### src/rtl/disp_pkg.sv
// disp_pkg: shared types and constants for the display VRAM read sequencer.
// Holds the sequencer state enum, default frame geometry and burst sizing helpers.
package disp_pkg;

    // Sequencer states
    typedef enum logic [1:0] {
        HALT       = 2'd0,
        WAIT_FRAME = 2'd1,
        ADDR       = 2'd2,
        DATA       = 2'd3
    } disp_state_t;

    // Default frame geometry (32 bit per pixel)
    localparam int H_PIXELS_DEF = 640;
    localparam int V_LINES_DEF  = 480;

    // Bytes moved by one burst of 32-bit beats
    function automatic int burst_bytes(input int burst_len);
        return burst_len * 4;
    endfunction

    // Number of bursts needed to fetch one whole frame
    function automatic int total_bursts(input int h_pixels, input int v_lines, input int burst_len);
        return (h_pixels * v_lines) / burst_len;
    endfunction

endpackage

### src/rtl/disp_vsync_det.sv
// disp_vsync_det: two-flop synchronizer plus falling-edge pulse for an
// asynchronous active-low sync input. Also usable for VBLANK detection.
module disp_vsync_det (
    input  logic clk,
    input  logic rst_n,
    input  logic async_in,
    output logic fall_pulse
);

    logic sync_a;
    logic sync_b;
    logic sync_prev;

    // Synchronize the input, keep one cycle of history and emit a registered one-cycle pulse on a 1->0 transition
    always_ff @(posedge clk or negedge rst_n) begin
        if (!rst_n) begin
            sync_a     <= 1'b1;
            sync_b     <= 1'b1;
            sync_prev  <= 1'b1;
            fall_pulse <= 1'b0;
        end else begin
            sync_a     <= async_in;
            sync_b     <= sync_a;
            sync_prev  <= sync_b;
            fall_pulse <= sync_prev & ~sync_b;
        end
    end

endmodule

### src/rtl/disp_vramctrl.sv
// disp_vramctrl: once-per-frame VRAM fetch sequencer feeding the display line buffer.
// Issues fixed-length AXI read bursts, one outstanding at a time, throttled by buffer space.
// Optional macro DISP_VRAMCTRL_RRESP_EN adds RRESP input and sticky VRAM_ERR output.
module disp_vramctrl
    import disp_pkg::*;
#(
    parameter int H_PIXELS  = H_PIXELS_DEF,
    parameter int V_LINES   = V_LINES_DEF,
    parameter int BURST_LEN = 16
) (
    input  logic        ACLK,
    input  logic        ARST,
    input  logic        DSP_VSYNC_X,
    input  logic        DISPON,
    input  logic [28:0] DISPADDR,
    input  logic        BUF_WREADY,
    output logic        BUF_WR,
    output logic [31:0] BUF_WDATA,
    output logic [31:0] ARADDR,
    output logic [7:0]  ARLEN,
    output logic        ARVALID,
    input  logic        ARREADY,
    input  logic [31:0] RDATA,
    input  logic        RLAST,
    input  logic        RVALID,
    output logic        RREADY,
`ifdef DISP_VRAMCTRL_RRESP_EN
    input  logic [1:0]  RRESP,
    output logic        VRAM_ERR,
`endif
    output logic        FRAME_BUSY
);

    localparam int BURST_BYTES  = burst_bytes(BURST_LEN);
    localparam int TOTAL_BURSTS = total_bursts(H_PIXELS, V_LINES, BURST_LEN);
    localparam int CNT_W        = (TOTAL_BURSTS > 1) ? $clog2(TOTAL_BURSTS) : 1;
    localparam logic [CNT_W-1:0] LAST_BURST = CNT_W'(TOTAL_BURSTS - 1);

    // Reject geometries that do not split into whole bursts or illegal burst lengths
    if (((H_PIXELS * V_LINES) % BURST_LEN) != 0) begin : g_bad_geometry
        $error("disp_vramctrl: H_PIXELS*V_LINES must be a multiple of BURST_LEN");
    end
    if ((BURST_LEN < 1) || (BURST_LEN > 256) || ((BURST_LEN & (BURST_LEN - 1)) != 0)) begin : g_bad_burst
        $error("disp_vramctrl: BURST_LEN must be a power of two no larger than 256");
    end

    disp_state_t       state;
    disp_state_t       state_n;
    logic [28:0]       base;
    logic [28:0]       base_n;
    logic [CNT_W-1:0]  burst_cnt;
    logic [CNT_W-1:0]  cnt_n;
    logic              arvalid_n;
    logic [31:0]       araddr_n;
    logic              rready_n;
    logic              wr_n;
    logic [31:0]       wdata_n;
    logic              busy_n;
    logic              vs_start;
    logic              beat;
    logic [31:0]       burst_addr;
    logic              unused_addr_bits;

    // The low address bits are dropped by the 64-byte base alignment
    assign unused_addr_bits = ^DISPADDR[5:0];

    assign ARLEN      = 8'(BURST_LEN - 1);
    assign beat       = RVALID & RREADY;
    assign burst_addr = {3'b000, base} + (32'(burst_cnt) * 32'(BURST_BYTES));

    disp_vsync_det u_vsync_det (
        .clk        (ACLK),
        .rst_n      (ARST),
        .async_in   (DSP_VSYNC_X),
        .fall_pulse (vs_start)
    );

    // Next-state and next-output decode; every register holds its value unless a state says otherwise
    always_comb begin
        state_n   = state;
        base_n    = base;
        cnt_n     = burst_cnt;
        arvalid_n = ARVALID;
        araddr_n  = ARADDR;
        rready_n  = RREADY;
        wr_n      = 1'b0;
        wdata_n   = BUF_WDATA;
        busy_n    = FRAME_BUSY;
        case (state)
            HALT: begin
                arvalid_n = 1'b0;
                rready_n  = 1'b0;
                busy_n    = 1'b0;
                if (DISPON) begin
                    state_n = WAIT_FRAME;
                end
            end
            WAIT_FRAME: begin
                if (!DISPON) begin
                    state_n = HALT;
                end else if (vs_start) begin
                    base_n  = {DISPADDR[28:6], 6'b0};
                    cnt_n   = '0;
                    busy_n  = 1'b1;
                    state_n = ADDR;
                end
            end
            ADDR: begin
                if (ARVALID) begin
                    if (ARREADY) begin
                        arvalid_n = 1'b0;
                        rready_n  = 1'b1;
                        state_n   = DATA;
                    end
                end else if (!DISPON) begin
                    busy_n  = 1'b0;
                    state_n = HALT;
                end else if (BUF_WREADY) begin
                    arvalid_n = 1'b1;
                    araddr_n  = burst_addr;
                end
            end
            DATA: begin
                if (beat) begin
                    wr_n    = 1'b1;
                    wdata_n = RDATA;
                    if (RLAST) begin
                        rready_n = 1'b0;
                        if (burst_cnt == LAST_BURST) begin
                            busy_n  = 1'b0;
                            state_n = DISPON ? WAIT_FRAME : HALT;
                        end else begin
                            cnt_n = burst_cnt + 1'b1;
                            if (DISPON) begin
                                state_n = ADDR;
                            end else begin
                                busy_n  = 1'b0;
                                state_n = HALT;
                            end
                        end
                    end
                end
            end
            default: begin
                state_n = HALT;
            end
        endcase
    end

    // State and registered outputs; reset abandons any burst in flight
    always_ff @(posedge ACLK or negedge ARST) begin
        if (!ARST) begin
            state      <= HALT;
            base       <= '0;
            burst_cnt  <= '0;
            ARVALID    <= 1'b0;
            ARADDR     <= '0;
            RREADY     <= 1'b0;
            BUF_WR     <= 1'b0;
            BUF_WDATA  <= '0;
            FRAME_BUSY <= 1'b0;
        end else begin
            state      <= state_n;
            base       <= base_n;
            burst_cnt  <= cnt_n;
            ARVALID    <= arvalid_n;
            ARADDR     <= araddr_n;
            RREADY     <= rready_n;
            BUF_WR     <= wr_n;
            BUF_WDATA  <= wdata_n;
            FRAME_BUSY <= busy_n;
        end
    end

`ifdef DISP_VRAMCTRL_RRESP_EN
    // Sticky error flag: any error beat sets it, frame start clears it, set wins
    always_ff @(posedge ACLK or negedge ARST) begin
        if (!ARST) begin
            VRAM_ERR <= 1'b0;
        end else if (beat && (RRESP != 2'b00)) begin
            VRAM_ERR <= 1'b1;
        end else if (vs_start) begin
            VRAM_ERR <= 1'b0;
        end
    end
`endif

endmodule
### config.mk
export PLATFORM = sky130hd
export DESIGN_NAME = disp_vramctrl
export DESIGN_NICKNAME = d
export VERILOG_FILES = /design/src/rtl/disp_pkg.sv /design/src/rtl/disp_vsync_det.sv /design/src/rtl/disp_vramctrl.sv
export SDC_FILE = /design/constraint.sdc
export NUM_CORES = 1
export LEC_CHECK = 0
export CAP_MARGIN = 5
export CORE_ASPECT_RATIO = 0.5
export CORE_MARGIN = 10
export CORE_UTILIZATION = 50
export DETAILED_ROUTE_END_ITERATION = 12
export GPL_ROUTABILITY_DRIVEN = 0
export GPL_TIMING_DRIVEN = 0
export PLACE_DENSITY = 0.83
export SYNTH_ARGS = -nofsm -noshare
export SYNTH_HDL_FRONTEND = slang
export SYNTH_HIERARCHICAL = 1
export SYNTH_SLANG_ARGS = --single-unit
### constraint.sdc
create_clock -name ACLK -period 7.7 [get_ports ACLK]
set_input_delay 1.925 -clock ACLK [delete_from_list [all_inputs] [get_ports ACLK]]
set_output_delay 1.925 -clock ACLK [all_outputs]
set_load 0.01 [all_outputs]
# Yosys cells after proc, flatten, opt, wreduce, memory -nomap -nowiden
# Index checks and enable logic that the tools add are counted.
# word_totals
elab_cells,84
output_inout_bits,76
regBits,112
in_bits,69
# classes
n_eq_ne,16
n_bitwise,4
muxes,38
n_reduce_logical,11
addsub,2
# ops
cell,count
2-to-1 mux 15 bit,5
adder 29 x 21 -> 30 bit,1
one-hot mux 15 bit (2 select lines),1
2-to-1 mux 2 bit,10
2-to-1 mux 1 bit,18
!= test 2 bit (second input constant),8
adder 15 x 1 -> 15 bit (second input constant),1
== test 15 bit (second input constant),1
AND reduction 6 bit,2
AND reduction 5 bit,2
one-hot mux 2 bit (4 select lines),1
!= test 3 bit (second input constant),2
== test 2 bit (second input constant),2
one-hot mux 1 bit (4 select lines),1
AND reduction 4 bit,1
nonzero test 2 bit,2
!= test 3 x 2 -> 1 bit (second input constant),1
one-hot mux 1 bit (3 select lines),1
AND reduction 3 bit,1
nonzero test 3 bit,1
bitwise AND 1 bit,2
== test 2 x 1 -> 1 bit (second input constant),1
logical NOT 2 bit,1
!= test 2 x 1 -> 1 bit (second input constant),1
3 further kinds,4

# Logic depth before layout (Yosys ltp)
# logic_depth
depth_word,5
ltp_mapped,10
mapped_depth_nobuf,10

# Modules after synthesis
# Netlist, hierarchy kept.
# modules_own_cells
module,area_per_inst_um2,n_inst,cells_each,seq_area_each_um2
disp_vramctrl,4988.5,1,559,2502.4
disp_vsync_det,117.6,1,5,103.8

# Worst setup path before layout
# OpenSTA, ideal clock, no wires.
# synth_path
path_type,input-to-reg
start,input DISPON
end,register burst_cnt[11]
t_required_ns,7.568
setup_ns,0.132
path_buffers,2
setup_slack_ns,4.282
arrival_time_ns,3.286
path_stages,9
cell_sequence,clkbuf_1 and4b_1 clkbuf_1 a41o_1 o211a_4 nor3b_4 nand3_2 xor2_1 nor2_1
# synth_between
elab_chain_cells,2
# synth_rtl
item,line_no,source
"start, declared",disp_vramctrl.sv:14,"input logic DISPON,"
!= test 2 bit (no line),-,
AND reduction 6 bit (no line),-,
"end signal, assigned",disp_vramctrl.sv:165,burst_cnt <= cnt_n;
"end, declared",disp_vramctrl.sv:51,logic [CNT_W-1:0] burst_cnt;
# No other way between the ends.
# A chain may end at the register's enable or synchronous reset.

# Final worst setup path
# layout_path
start,input DISPON
end,register burst_cnt[12]
# Same word-level chain as after synthesis.

==> summary.md <==
| Metric | Value |
|---|---|
| Power, Total | `1.78 mW` |
| Postcts setup bufs | `0` |
| Post-Synthesis Cells | `564` |
| Top Layer Used | `met4` |
| Worst slew margin | `54.8%` |
| Routed Antenna Nets | `0` |
| Sequential share of power | `a little over two fifths` |
| Worst EP arrival | `3590 ps` |
| Core Rows | `25` |
| Clock share of power | `24.9%` |
| WL met2 | `roughly 6.2 mm` |
| 1st-pass router iterations | `5` |
| # DRC | `0` |
| Area Overhead vs Synth | `34.2%` |
| Internal Power | `between 1 and 1.5 mW` |
| Min Clock Period, post-route | `3370 ps` |
| Total track usage | `18.0%` |
| H-tree depth | `3` |
| Register area | `0.00261 mm²` |
| M1 WL | `around 5.5 mm` |
| Die H | `roughly 91 µm` |
| CTS clk-pin slew, worst paths | `around 70 ps` |
| Final hold vios | `0` |
| Comb pwr share | `between 30% and 40%` |
| Multi-input logic area | `0.00233 mm²` |
| Initial Util | `a little over half` |
| Slew @ Worst Pin | `between 600 and 700 ps` |
| Chip width | `163 µm` |
| Period Utilization, post-route | `43.7%` |
| Syn Area/Cell | `~9.1 µm²` |
| Port Buffers | `between 100 and 150` |
| Post-synth EDFFs | `0` |
| Hold Path Class | `register to register` |
| Switching Power | `0.593 mW` |
| Sw Ratio | `about a third` |
| Clock Latency Late Sink | `350 ps` |
| CTS tree | `built` |
| Crit end category | `register` |
| Most frequent cell after synthesis | `nand2_1` |
| Critical Path Source Type | `input port` |
| Resize count post-CTS | `0` |
| Root Driver | `clkbuf_16` |
| Share of cells above drive strength 1 | `6.84%` |
| Crit-path max FO | `8` |
| Initial detailed-routing violation count | `between 150 and 200` |
| Routed via count | `around 4.3k` |
| CTS Sinks | `104` |
| Ant diodes | `0` |
| Initial antenna violation count | `0` |
| Total Die Area | `0.0149 mm²` |
| Max Freq | `297 MHz` |
| Top post-synthesis cells by count | `205 x nand2_1, 101 x dfrtp_1, 35 x o21ai_0` |
| Buffer depth of the longest clock path | `2` |
| Post-detail-place hpwl | `10.3 mm` |
| Synth async-reset ratio | `100%` |
| Maxcap violations | `0` |
| Vias in the first global route | `4397` |
| RSZ-0062 raised after global routing | `false` |
| Core area | `0.00970 mm²` |
| Finished Layout Cells | `851` |
| WL met3 | `between 1 and 1.5 mm` |
| IO Pins | `145` |
| Finish-stage setup viols | `0` |
| Largest cells by area after synthesis | `dfrtp_1 49%, nand2_1 15%, ha_1 3.9%` |
| Cts hold-fix bufs | `0` |
| Yosys reg bits | `104` |
| CP required | `between 7000 and 8000 ps` |
| Nets@finish | `797` |
| Maximum vdd drop | `0.000117 V` |
| Final Skew | `8.52 ps` |
| Leak | `3.37 nW` |
| Global-route wire length before repair | `21.9 mm` |
| Worst setup path category | `input port to register` |
| Inserted Clock Buffers | `9` |
| Largest net degree at the start of global routing | `75` |
| Status | `completed` |
| Setup TNS | `0 ps` |
| Number of fillers in the final layout | `754` |
| Cell Pwr Density | `between 200 and 300 mW/mm²` |
| Area share of the largest cell type after synthesis | `49.5%` |
| Slew Viols, Final | `0` |
| Largest area contributor in the netlist | `dfrtp_1` |
| Post-Route WL | `13.3 mm` |
| Synth Flop Type | `dfrtp_1` |
| Synth cell types | `52` |
| Register area share after synthesis | `51.0%` |
| Gr ovfl total | `0` |
| Via density | `~5` |
| Yosys warning count | `6` |
| Placed insts | `835` |
| WL/cell | `15.7 µm` |
| Synthesized area | `between 0.005 and 0.006 mm²` |
## flip-flops by register name (all words and copies together) (netlist names)
name and flops:
ARVALID 1, u_vsync_det/sync_b 1, FRAME_BUSY 1, RREADY 1
burst_cnt 15, u_vsync_det/sync_prev 1, BUF_WDATA 32, u_vsync_det/sync_a 1
BUF_WR 1, u_vsync_det/fall_pulse 1, ARADDR 24, state 2
base 23
## final cells by class
type	instances	area share, %
plain buffers	37	2.90
clock buffers	9	3.29
clock inverters	7	0.949
inverters	6	0.329
multi-input cells	431	34.0
flip-flops and latches	104	38.0
well taps	135	2.46
repair buffers	122	18.0
## worst paths after layout
kind,start,endpoint,slack [ps],depth (start not counted)
max,DISPON,burst_cnt[12]$_DFFE_PN0P_,4330,9
min,u_vsync_det/sync_a$_DFF_PN1_,u_vsync_det/sync_b$_DFF_PN1_,360,0
max reg2reg,burst_cnt[6]$_DFFE_PN0P_,ARADDR[27]$_DFFE_PN0P_,4790,7
min reg2reg,u_vsync_det/sync_a$_DFF_PN1_,u_vsync_det/sync_b$_DFF_PN1_,360,0
max in group asynchronous,ARST,base[20]$_DFFE_PN0P_,5500,2
min in group asynchronous,ARST,BUF_WDATA[31]$_DFFE_PN0P_,1510,1
## worst max-delay path, stage by stage
cell and delay (ps):
clkbuf_1 260, and4b_1 240, clkbuf_1 180, a41o_1 200, nand3_1 180, nor2_1 240
nand4_1 140, xor2_1 160, nor2_1 50
## routing by layer
metal / track usage, % / up-vias
li1: - / 2128
met1: 20.7 / 2029
met2: 29.2 / 139
met3: 9.37 / 10
met4: 4.40 / 0
met5: 0 / -
## layout by cell type (no fill, tap or decap), types with 17 or more instances in the layout
cell type	netlist	layout
nand2_1	205	205
clkdlybuf4s50_1	0	120
dfrtp_1	101	101
o21ai_0	35	35
nor2_1	23	23
xor2_1	22	22
clkbuf_1	20	20
nand3_1	18	18
buf_4	16	17
## per-stage QoR
stage,setup slack (ps),area (µm²),util [%],hold slack [ps]
2_1_floorplan,4280,5160,-,345
3_3_place_gp,883,6540,67.4,355
3_5_place_dp,4000,6560,67.7,349
4_1_cts,4350,6850,70.7,365
5_1_grt,4160,6850,70.7,369
6_report,4330,6850,70.7,363
## cell families (layout without fill, tap and decap cells)
kind of cell,after synthesis,after routing,synth area share (%)
compound gates,81,81,10.1
xor+xnor,32,32,5.49
fa+ha+maj,17,17,4.31
buf+inv,43,181,4.34
flops,104,104,51.0
mux,4,4,0.882
other cells,2,16,0.147
simple gates,281,281,23.7
## power by group through the flow
stage | Combinational, mW | Clock (mW) | Sequential (mW)
2_1_floorplan | 0.280 | 0 | 0.795
3_3_place_gp | 0.547 | 0 | 0.776
3_5_place_dp | 0.564 | 0 | 0.783
4_1_cts | 0.569 | 0.454 | 0.773
5_1_grt | 0.633 | 0.478 | 0.792
6_report | 0.565 | 0.443 | 0.772
No activity file was read; power rests on OpenSTA's default activity.
